**src/rtl/cpu_pkg.sv**
```systemverilog
// rtl/cpu_pkg.sv - shared CPU state, IR opcode and ALU opcode definitions
// Purpose: common types and constants for the control unit and the datapath ALU.
// Ports: none (package).
package cpu_pkg;

  typedef enum logic [2:0] {
    S_RST  = 3'd0,
    S_T0   = 3'd1,
    S_T1   = 3'd2,
    S_T2   = 3'd3,
    S_T3   = 3'd4,
    S_T4   = 3'd5,
    S_T5   = 3'd6,
    S_HALT = 3'd7
  } state_t;

  // Instruction-register opcodes, ir[31:27]
  localparam logic [4:0] OP_ADD  = 5'b00011;
  localparam logic [4:0] OP_SUB  = 5'b00100;
  localparam logic [4:0] OP_AND  = 5'b00101;
  localparam logic [4:0] OP_OR   = 5'b00110;
  localparam logic [4:0] OP_IN   = 5'b10110;
  localparam logic [4:0] OP_OUT  = 5'b10111;
  localparam logic [4:0] OP_MFHI = 5'b11000;
  localparam logic [4:0] OP_MFLO = 5'b11001;
  localparam logic [4:0] OP_NOP  = 5'b11010;
  localparam logic [4:0] OP_HALT = 5'b11011;

  // ALU operation codes driven onto the opcode port
  localparam logic [4:0] ALU_NOP = 5'b00000;
  localparam logic [4:0] ALU_ADD = 5'b00001;
  localparam logic [4:0] ALU_SUB = 5'b00010;
  localparam logic [4:0] ALU_AND = 5'b01010;
  localparam logic [4:0] ALU_OR  = 5'b01011;

  typedef enum logic [2:0] {
    IC_ALU     = 3'd0,
    IC_IN      = 3'd1,
    IC_OUT     = 3'd2,
    IC_MFHI    = 3'd3,
    IC_MFLO    = 3'd4,
    IC_NOP     = 3'd5,
    IC_HALT    = 3'd6,
    IC_ILLEGAL = 3'd7
  } iclass_t;

endpackage

```
**src/rtl/control_unit_instr_decode.sv**
```systemverilog
// rtl/control_unit_instr_decode.sv - combinational opcode to instruction class and ALU code
// Purpose: classify ir[31:27] and map ALU instructions to their ALU operation code.
// Ports: op (in, 5) opcode field; iclass (out) instruction class; alu_op (out, 5) ALU code.
import cpu_pkg::*;

module instr_decode (
  input  logic [4:0] op,
  output iclass_t    iclass,
  output logic [4:0] alu_op
);

  always_comb begin
    iclass = IC_ILLEGAL;
    alu_op = ALU_NOP;
    case (op)
      OP_ADD:  begin iclass = IC_ALU; alu_op = ALU_ADD; end
      OP_SUB:  begin iclass = IC_ALU; alu_op = ALU_SUB; end
      OP_AND:  begin iclass = IC_ALU; alu_op = ALU_AND; end
      OP_OR:   begin iclass = IC_ALU; alu_op = ALU_OR;  end
      OP_IN:   iclass = IC_IN;
      OP_OUT:  iclass = IC_OUT;
      OP_MFHI: iclass = IC_MFHI;
      OP_MFLO: iclass = IC_MFLO;
      OP_NOP:  iclass = IC_NOP;
      OP_HALT: iclass = IC_HALT;
      default: iclass = IC_ILLEGAL;
    endcase
  end

endmodule

```
**src/rtl/control_unit.sv**
```systemverilog
// rtl/control_unit.sv - fetch/decode/execute control FSM for the single-bus CPU
// Purpose: sequences fetch (T0-T2), decode (T3) and execute (T3-T5) strobes.
// Ports: clk, clr (sync active-high reset), ir (32-bit IR), stop (fetch hold);
//        read/write memory strobes; *out bus-source selects; *in load enables;
//        Gra/Grb/Grc/Rin/Rout/incPC register-file controls; opcode (5-bit ALU op);
//        run (low in HALT); illegal (T3 pulse on undefined opcode).
import cpu_pkg::*;

module control_unit #(
  parameter bit ILLEGAL_AS_NOP = 1'b1
) (
  input  logic        clk,
  input  logic        clr,
  input  logic [31:0] ir,
  input  logic        stop,
  output logic        read,
  output logic        write,
  output logic        PCout,
  output logic        MDRout,
  output logic        ZLowOut,
  output logic        ZHighOut,
  output logic        HIout,
  output logic        LOout,
  output logic        InPortOut,
  output logic        Cout,
  output logic        BAout,
  output logic        MARin,
  output logic        MDRin,
  output logic        PCin,
  output logic        IRin,
  output logic        Yin,
  output logic        Zin,
  output logic        HIin,
  output logic        LOin,
  output logic        OutPortIn,
  output logic        InPortIn,
  output logic        CONN_in,
  output logic        Gra,
  output logic        Grb,
  output logic        Grc,
  output logic        Rin,
  output logic        Rout,
  output logic        incPC,
  output logic [4:0]  opcode,
  output logic        run,
  output logic        illegal
);

  state_t     state_q, state_d;
  iclass_t    iclass;
  logic [4:0] alu_op;
  logic       unused_ir;

  // Only the opcode field steers control; operand fields go to the register-file select logic.
  assign unused_ir = ^ir[26:0];

  instr_decode u_decode (
    .op     (ir[31:27]),
    .iclass (iclass),
    .alu_op (alu_op)
  );

  always_ff @(posedge clk) begin
    if (clr) state_q <= S_RST;
    else     state_q <= state_d;
  end

  always_comb begin
    state_d = state_q;
    case (state_q)
      S_RST:  state_d = S_T0;
      S_T0:   state_d = stop ? S_T0 : S_T1;
      S_T1:   state_d = S_T2;
      S_T2:   state_d = S_T3;
      S_T3: begin
        case (iclass)
          IC_ALU:     state_d = S_T4;
          IC_HALT:    state_d = S_HALT;
          IC_ILLEGAL: state_d = ILLEGAL_AS_NOP ? S_T0 : S_HALT;
          default:    state_d = S_T0;
        endcase
      end
      S_T4:   state_d = S_T5;
      S_T5:   state_d = S_T0;
      S_HALT: state_d = S_HALT;
      default: state_d = S_RST;
    endcase
  end

  always_comb begin
    read      = 1'b0;
    write     = 1'b0;
    PCout     = 1'b0;
    MDRout    = 1'b0;
    ZLowOut   = 1'b0;
    ZHighOut  = 1'b0;
    HIout     = 1'b0;
    LOout     = 1'b0;
    InPortOut = 1'b0;
    Cout      = 1'b0;
    BAout     = 1'b0;
    MARin     = 1'b0;
    MDRin     = 1'b0;
    PCin      = 1'b0;
    IRin      = 1'b0;
    Yin       = 1'b0;
    Zin       = 1'b0;
    HIin      = 1'b0;
    LOin      = 1'b0;
    OutPortIn = 1'b0;
    InPortIn  = 1'b0;
    CONN_in   = 1'b0;
    Gra       = 1'b0;
    Grb       = 1'b0;
    Grc       = 1'b0;
    Rin       = 1'b0;
    Rout      = 1'b0;
    incPC     = 1'b0;
    opcode    = ALU_NOP;
    run       = (state_q != S_HALT);
    illegal   = 1'b0;
    case (state_q)
      S_T0: begin
        // A held fetch must not bump the PC or latch MAR/Z, so stop qualifies the strobes.
        if (!stop) begin
          PCout = 1'b1;
          MARin = 1'b1;
          incPC = 1'b1;
          Zin   = 1'b1;
        end
      end
      S_T1: begin
        ZLowOut = 1'b1;
        PCin    = 1'b1;
        read    = 1'b1;
        MDRin   = 1'b1;
      end
      S_T2: begin
        MDRout = 1'b1;
        IRin   = 1'b1;
      end
      S_T3: begin
        case (iclass)
          IC_ALU:  begin Grb = 1'b1; Rout = 1'b1; Yin = 1'b1; end
          IC_IN:   begin InPortOut = 1'b1; Gra = 1'b1; Rin = 1'b1; end
          IC_OUT:  begin Gra = 1'b1; Rout = 1'b1; OutPortIn = 1'b1; end
          IC_MFHI: begin HIout = 1'b1; Gra = 1'b1; Rin = 1'b1; end
          IC_MFLO: begin LOout = 1'b1; Gra = 1'b1; Rin = 1'b1; end
          IC_ILLEGAL: illegal = 1'b1;
          default: ;
        endcase
      end
      S_T4: begin
        // T4/T5 are only reachable through an ALU instruction in T3.
        Grc    = 1'b1;
        Rout   = 1'b1;
        Zin    = 1'b1;
        opcode = alu_op;
      end
      S_T5: begin
        ZLowOut = 1'b1;
        Gra     = 1'b1;
        Rin     = 1'b1;
      end
      default: ;
    endcase
  end

endmodule

```
**config.mk**
```make
export PLATFORM = sky130hd
export DESIGN_NAME = control_unit
export DESIGN_NICKNAME = d
export VERILOG_FILES = /design/src/rtl/cpu_pkg.sv /design/src/rtl/control_unit_instr_decode.sv /design/src/rtl/control_unit.sv
export SDC_FILE = /design/constraint.sdc
export NUM_CORES = 1
export LEC_CHECK = 0
export CELL_PAD_IN_SITES_DETAIL_PLACEMENT = 0
export CELL_PAD_IN_SITES_GLOBAL_PLACEMENT = 1
export CORE_MARGIN = 4
export CORE_UTILIZATION = 16
export CTS_CLUSTER_SIZE = 30
export DETAILED_ROUTE_END_ITERATION = 10
export GPL_TIMING_DRIVEN = 0
export MAX_ROUTING_LAYER = met4
export PLACE_DENSITY_LB_ADDON = 0.25
export SLEW_MARGIN = 5
export SYNTH_ARGS = -nofsm -noshare
export SYNTH_HDL_FRONTEND = slang
export SYNTH_SLANG_ARGS = --single-unit
export TNS_END_PERCENT = 100
```
**constraint.sdc**
```tcl
create_clock -name clk -period 2.35 [get_ports clk]
set_input_delay 0.47 -clock clk [delete_from_list [all_inputs] [get_ports clk]]
set_output_delay 0.47 -clock clk [all_outputs]
set_load 0.005 [all_outputs]
```
==> metrics.yaml, run 1 <==
status:
  status: "finished clean"
drt:
  drtIter0Drc: 30
  wl_per_cell_um: 10.8
  highest_layer: "met3"
  wirelength_um: 1980
  viasPerCell: 3.90
  vias: 713
  firstDrtPassIters: 4
  drt-met1-wl_um: 849
  drc: 0
  ant_nets: 0
  met2_length_um: 944
  wl_met3_um: 189
finish:
  top_register: "state_q"
  largestRegisters: "state_q x3"
  fin_nets: 173
  final_cell_mix: "buf_4, clkdlybuf4s50_1, nor2_1, conb_1, a21oi_1"
  finalNonFillerCells: 183
  layout_commonest_cell: "buf_4"
  utilization_pct: 33.3
  seq_area_um2: 66.3
  multi_input_area_um2: 458
  antenna_cells: 0
  fill_cells: 386
  drive_gt1_share_pct: 35.8
  largest_reg_flops: 3
  syn2layout_area_growth_pct: 93.9
floorplanning:
  ios: 70
  initial_core_util_pct: 17.2
  die_h_um: 68.8
  die-area_mm2: 0.00473
  die_w_um: 68.8
  rows: 21
  design.core.area_mm2: 0.00344
placed_design:
  pre_cts_ws_ps: -889
  io_buffers: 31
  dpl.hpwl_um: 1500
  place_congestion: 0.753
  dp_cells: 173
setup_path:
  timing.rr.start: "state_q[2]"
  startpoint_type: "flop"
  critical_path.max_fanout: 8
  arrival_ps: 1790
  critical_path_class: "flop to primary output"
  crit_required_ps: 1880
  end_kind: "primary output"
  crit_start: "state_q[0]"
pwr:
  p_seq_share_pct: 18.0
  switching_share_pct: 27.6
  p_clk_share_pct: 42.8
  p_total_w: 0.000343
  p_per_area_mw_per_mm2: 300
  p_comb_share_pct: 39.1
  p_int_w: 0.000248
  switching_power_w: 0.0000949
  p_leak_nw: 0.566
  vdd_ir_drop_max_mv: 0.430
cts:
  cts_tree: "done"
  clock-sinks: 3
  cts_made_buffers: 3
  hold_buffers: 0
  htreeDepth: 1
  cts-root-buf: "clkbuf_8"
  clkTransAtPathRegs_ps: 30
  insertion_delay_ps: 210
  clock_path_buffers: 2
sta:
  final-hold-violation-count: 0
  finalSetupTns_ps: 0
  finalSetupViolations: 0
  drv_slew: 0
  clock.fmax_mhz: 442
  setup_ws_ps: 88.6
  period_needed_ps: 2260
  fin_skew_ps: 1.58
  finalCritPeriodShare_pct: 96.2
global_route:
  grt_pass1_wl_um: 2960
  grt_max_degree: 10
  grt_overflow: 0
  grt_antenna_before_repair: 0
  track_usage_pct: 8.23
  first_global_vias: 654
yosys:
  synth_area_leaders: "buf_4, dfxtp_1, nor2_1, a21oi_1, a211oi_1"
  synth-seq-area-share_pct: 10.2
  yosysWarnings: 0
  synth-main-ff-cell: "dfxtp_1"
  synth_cell_types: 36
  avgSynthCellArea_um2: 6.79
  post_synth_instance_area_um2: 591
  synth.top_cell.area_share_pct: 20.3
  synth_area_leader_cell: "buf_4"
  synth_edf_count: 0
  synth-seq-cells: 3
  ys_async_sr_fraction_pct: 0
  synth_cells: 87
flow_run:
  maxCapViolCount: 0
min_path:
  holdCritStartpoint: "state_q[1]"
  hold_path_class: "flop to flop"
## layer usage
metal  vias up  GRT usage (%)
met5         -              -
met4         0              0
met3         0           2.11
met2        27           13.7
met1       310           10.7
li1        376              -
## power by group through the flow
stage	Clock, W	Sequential, W	Combinational, W
4_1_cts	0.000149	0.0000619	0.000131
3_3_place_gp	0	0.0000619	0.000114
6_report	0.000147	0.0000619	0.000134
5_1_grt	0.000157	0.0000628	0.000146
3_5_place_dp	0	0.0000619	0.000115
2_1_floorplan	0	0.0000599	0.0000702
## cells in the mapped netlist, types with 2 or more instances
cell and n:
buf_4 16, nor2_1 11, a21oi_1 8, inv_1 4
nand3_1 4, a211oi_1 3, clkbuf_1 3, dfxtp_1 3
nand2_1 3, nand2b_1 2, nor2b_1 2, nor3_1 2
o31a_1 2, xnor2_1 2
## what timing repair did
action	CTS	global route
buffers inserted	5	1
resized for setup	42	9
setup endpoints to repair	15	6
pin swaps	2	1
## cells by family after synthesis
family | Yosys count | share of synthesized area [%]
mux | 1 | 1.69
xor+xnor | 3 | 4.45
flops | 3 | 10.2
buf+inv | 24 | 25.6
simple gates | 35 | 35.0
compound gates | 20 | 22.5
other cells | 1 | 0.635
## cell type report
| type | instances | share of cell area (%) |
|---|---|---|
| tap | 46 | 5.03 |
| clock buffer | 4 | 3.93 |
| multi-input combinational | 69 | 40.0 |
| timing repair buffer | 37 | 29.6 |
| buffer | 20 | 14.3 |
| sequential | 3 | 5.79 |
| inverter | 4 | 1.31 |
## path summary, 6_finish.rpt
check | endpoint | slack (ps) | depth (start not counted)
worst min-delay path | state_q[2] | 550 | 2
worst max-delay path | OutPortIn | 90 | 5
worst min register to register | state_q[2] | 550 | 2
worst max register to register | state_q[1] | 1260 | 4
## metrics by stage
stage	instance area, um2	hold WS [ps]
3_5_place_dp	992	597
4_1_cts	1130	550
6_report	1140	554
3_3_place_gp	992	589
5_1_grt	1140	583
2_1_floorplan	624	526
## worst max-delay path, stage by stage (launching register included)
cell and delay [ps]:
dfxtp_2 360, nand2b_4 160, or2_4 250, or4b_4 490, nor2_1 100, clkdlybuf4s15_1 220
Power figures use the tool's default switching activity.
==> run 2, diff against run 1 <==
Settings changed: CAP_MARGIN set to 20, CORE_UTILIZATION 16 to 19, SYNTH_HIERARCHICAL set to 1.
==> metrics.yaml, run 2 <==
finish:
  multi_input_area_um2: 626  # +37%
  utilization_pct: 37.2  # +3.9 points
  final_cell_mix: "buf_4, clkdlybuf4s50_1, conb_1"
  top_register: "state_q"
  syn2layout_area_growth_pct: 86.4
  layout_commonest_cell: "buf_4"
  design_area_mm2: 0.00137  # +20%
  largest_reg_flops: 3  # unchanged
  fin_nets: 187  # +8.1%
  antenna_cells: 0  # unchanged
  seq_area_um2: 60.1  # -9.4%
  drive_gt1_share_pct: 52.3  # +17 points
  fill_cells: 389  # +0.78%
  finalNonFillerCells: 199  # +8.7%
  largestRegisters: "state_q x3"
min_path:
  hold_path_class: "flop to flop"
cts:
  cts-root-buf: "clkbuf_8"
  clkTransAtPathRegs_ps: 30  # about the same
  insertion_delay_ps: 220  # about the same
  htreeDepth: 1  # unchanged
  cts_made_buffers: 3  # unchanged
  clock-sinks: 3  # unchanged
  cts_tree: "done"
  clock_path_buffers: 2  # unchanged
sta:
  fin_skew_ps: 2.72  # +1.14 ps
  finalSetupViolations: 6  # +6
  period_needed_ps: 2410  # +147 ps
  finalCritPeriodShare_pct: 102  # +6.3 points
  setup_ws_ps: -58.5  # -147 ps
  drv_slew: 0  # unchanged
  clock.fmax_mhz: 415  # -6.1%
  rsz0062_at_grt: "true"
  final-hold-violation-count: 0  # unchanged
floorplanning:
  rows: 22  # +4.8%
  die_h_um: 70.2  # +2.1%
  design.core.area_mm2: 0.00369  # +7.2%
  initial_core_util_pct: 19.9  # +2.8 points
  ios: 70  # unchanged
  die-area_mm2: 0.00493  # +4.3%
  die_w_um: 70.2  # +2.1%
drt:
  ant_nets: 0  # unchanged
  drtIter0Drc: 10  # -67%
  wl_per_cell_um: 11.0  # +1.6%
  wirelength_um: 2190  # +10%
  vias: 829  # +16%
  drc: 0  # unchanged
  firstDrtPassIters: 4  # unchanged
  viasPerCell: 4.17  # +6.9%
placed_design:
  pre_cts_ws_ps: -1080  # -193 ps
  io_buffers: 29  # -6.5%
  dp_cells: 186  # +7.5%
  dpl.hpwl_um: 1600  # +6.6%
  place_congestion: 0.772  # +2.5%
  placed_cell_area_mm2: 0.00113  # +14%
global_route:
  grt_antenna_before_repair: 0  # unchanged
  grt_pass1_wl_um: 3720  # +26%
  track_usage_pct: 9.39  # +1.2 points
  grt_max_degree: 11  # +1
  grt_overflow: 0  # unchanged
  first_global_vias: 846  # +29%
setup_path:
  startpoint_type: "input port"
  end_kind: "primary output"
  path_common_cell: "buf_6"
  path_cells: "buf_8 > buf_6 > or2_4 > a21oi_4 > a211oi_4 > or3_4 > nor3_4 > buf_4 > buf_6"
  slowest_delay_ps: 430  # -60 ps
  cp_slowest_cell: "or3_4"
  crit_required_ps: 1880  # about the same
  critical_path.max_fanout: 5  # -3
  critical_path_class: "input port to primary output"
  arrival_ps: 1940  # +150 ps
pwr:
  p_comb_share_pct: 50.8  # +12 points
  p_seq_share_pct: 13.8  # -4.2 points
  switching_power_w: 0.000128  # +35%
  p_clk_share_pct: 35.4  # -7.4 points
  p_leak_nw: 0.621  # +9.8%
  switching_share_pct: 30.7  # +3.0 points
  vdd_ir_drop_max_mv: 0.264  # -39%
  p_int_w: 0.000290  # +17%
  p_per_area_mw_per_mm2: 305  # +1.6%
yosys:
  synthTopCellsByCount: "buf_4, nor2_1"
  synthSimpleGateAreaFrac_pct: 43.4  # +8.4 points
  synth_top_family_by_area: "simple AND/OR/NAND/NOR gates"
  post_synth_instance_area_um2: 736  # +25%
  synth.top_cell.area_share_pct: 18.4  # -2.0 points
  synth_cell_types: 41  # +14%
  synth_compound_area_share_pct: 16.2  # -6.3 points
  yosysWarnings: 6  # +6
  synth_xor_area_share_pct: 3.57  # -0.88 points
  ys_async_sr_fraction_pct: 0  # unchanged
  synth-seq-cells: 3  # unchanged
  synth-seq-area-share_pct: 8.16  # -2.0 points
  yosys.area_share.adder_pct: 0  # unchanged
  yosysMostFrequentCell: "buf_4"
  avgSynthCellArea_um2: 7.28  # +7.3%
  synth_area_leader_cell: "buf_4"
  synth_area_leaders: "buf_4, dfxtp_1, nor2_1, buf_6, and2_1"
  synth_edf_count: 0  # unchanged
  synth-main-ff-cell: "dfxtp_1"
  synth_cells: 101  # +16%
  yosys-mux-area-fraction_pct: 0  # -1.7 points
flow_run:
  maxCapViolCount: 0  # unchanged
status:
  status: "finished with violations"
  violations: "setup timing"
## run 2: layout make-up
class	instances	area share [%]
Buffer	25	16.0
Clock buffer	4	3.28
Inverter	3	0.821
Multi-Input combinational cell	77	45.6
Sequential cell	3	4.38
Tap cell	48	4.38
Timing Repair Buffer	39	25.5
## run 2: worst paths after layout
path                                  from  slack (ps)  depth (start not counted)         end
worst min-delay path            state_q[2]         640                          3  state_q[2]
worst min register to register  state_q[2]         640                          3  state_q[2]
worst max-delay path                ir[28]         -60                          9         Yin
worst max register to register  state_q[1]        1210                          4  state_q[1]
## run 2: logic make-up after synthesis
logic type	Yosys count
AND/OR/NAND/NOR	47
buffers and inverters	29
AO/OA/AOI/OAI	17
XOR/XNOR	3
flip-flops	3
other	2
## run 2: stage by stage
stage | hold WS, ps | TNS [ps] | power, W
finish | 637 | -198 | 0.000418
global route | 706 | -769 | 0.000449
CTS | 643 | -172 | 0.000406
detailed placement | 634 | -10710 | 0.000220
global placement | 623 | -10260 | 0.000218
floorplan | 549 | 0 | 0.000168
## run 2: what timing repair did
item | 4_1_cts | 5_1_grt
buffers inserted | 7 | 2
pin swaps | 19 | 10
hold buffers | 0 | 0
gates cloned | 1 | 0
gates resized for setup | 74 | 15
setup endpoints to repair | 16 | 14
## run 2: power groups by stage
stage | clock network [W] | logic, W | registers (W)
final | 0.000148 | 0.000212 | 0.0000575
after floorplan | 0 | 0.000111 | 0.0000575
after detailed placement | 0 | 0.000162 | 0.0000582
after global routing | 0.000161 | 0.000231 | 0.0000581
after global placement | 0 | 0.000160 | 0.0000579
after CTS | 0.000152 | 0.000196 | 0.0000574
## run 2: layer usage
metal	share of wire (%)	global-route usage [%]	up-vias
met5	0	-	-
met4	1.8	3.83	0
met3	5.8	2.45	4
met2	50	16.1	29
met1	42	10.2	374
li1	-	-	422
## run 2: critical path: cells and delay by family
family	cells	cell delay [ps]
AOI/OAI and AO/OA	2	230
and+or+nand+nor	3	810
buffers and inverters	4	430
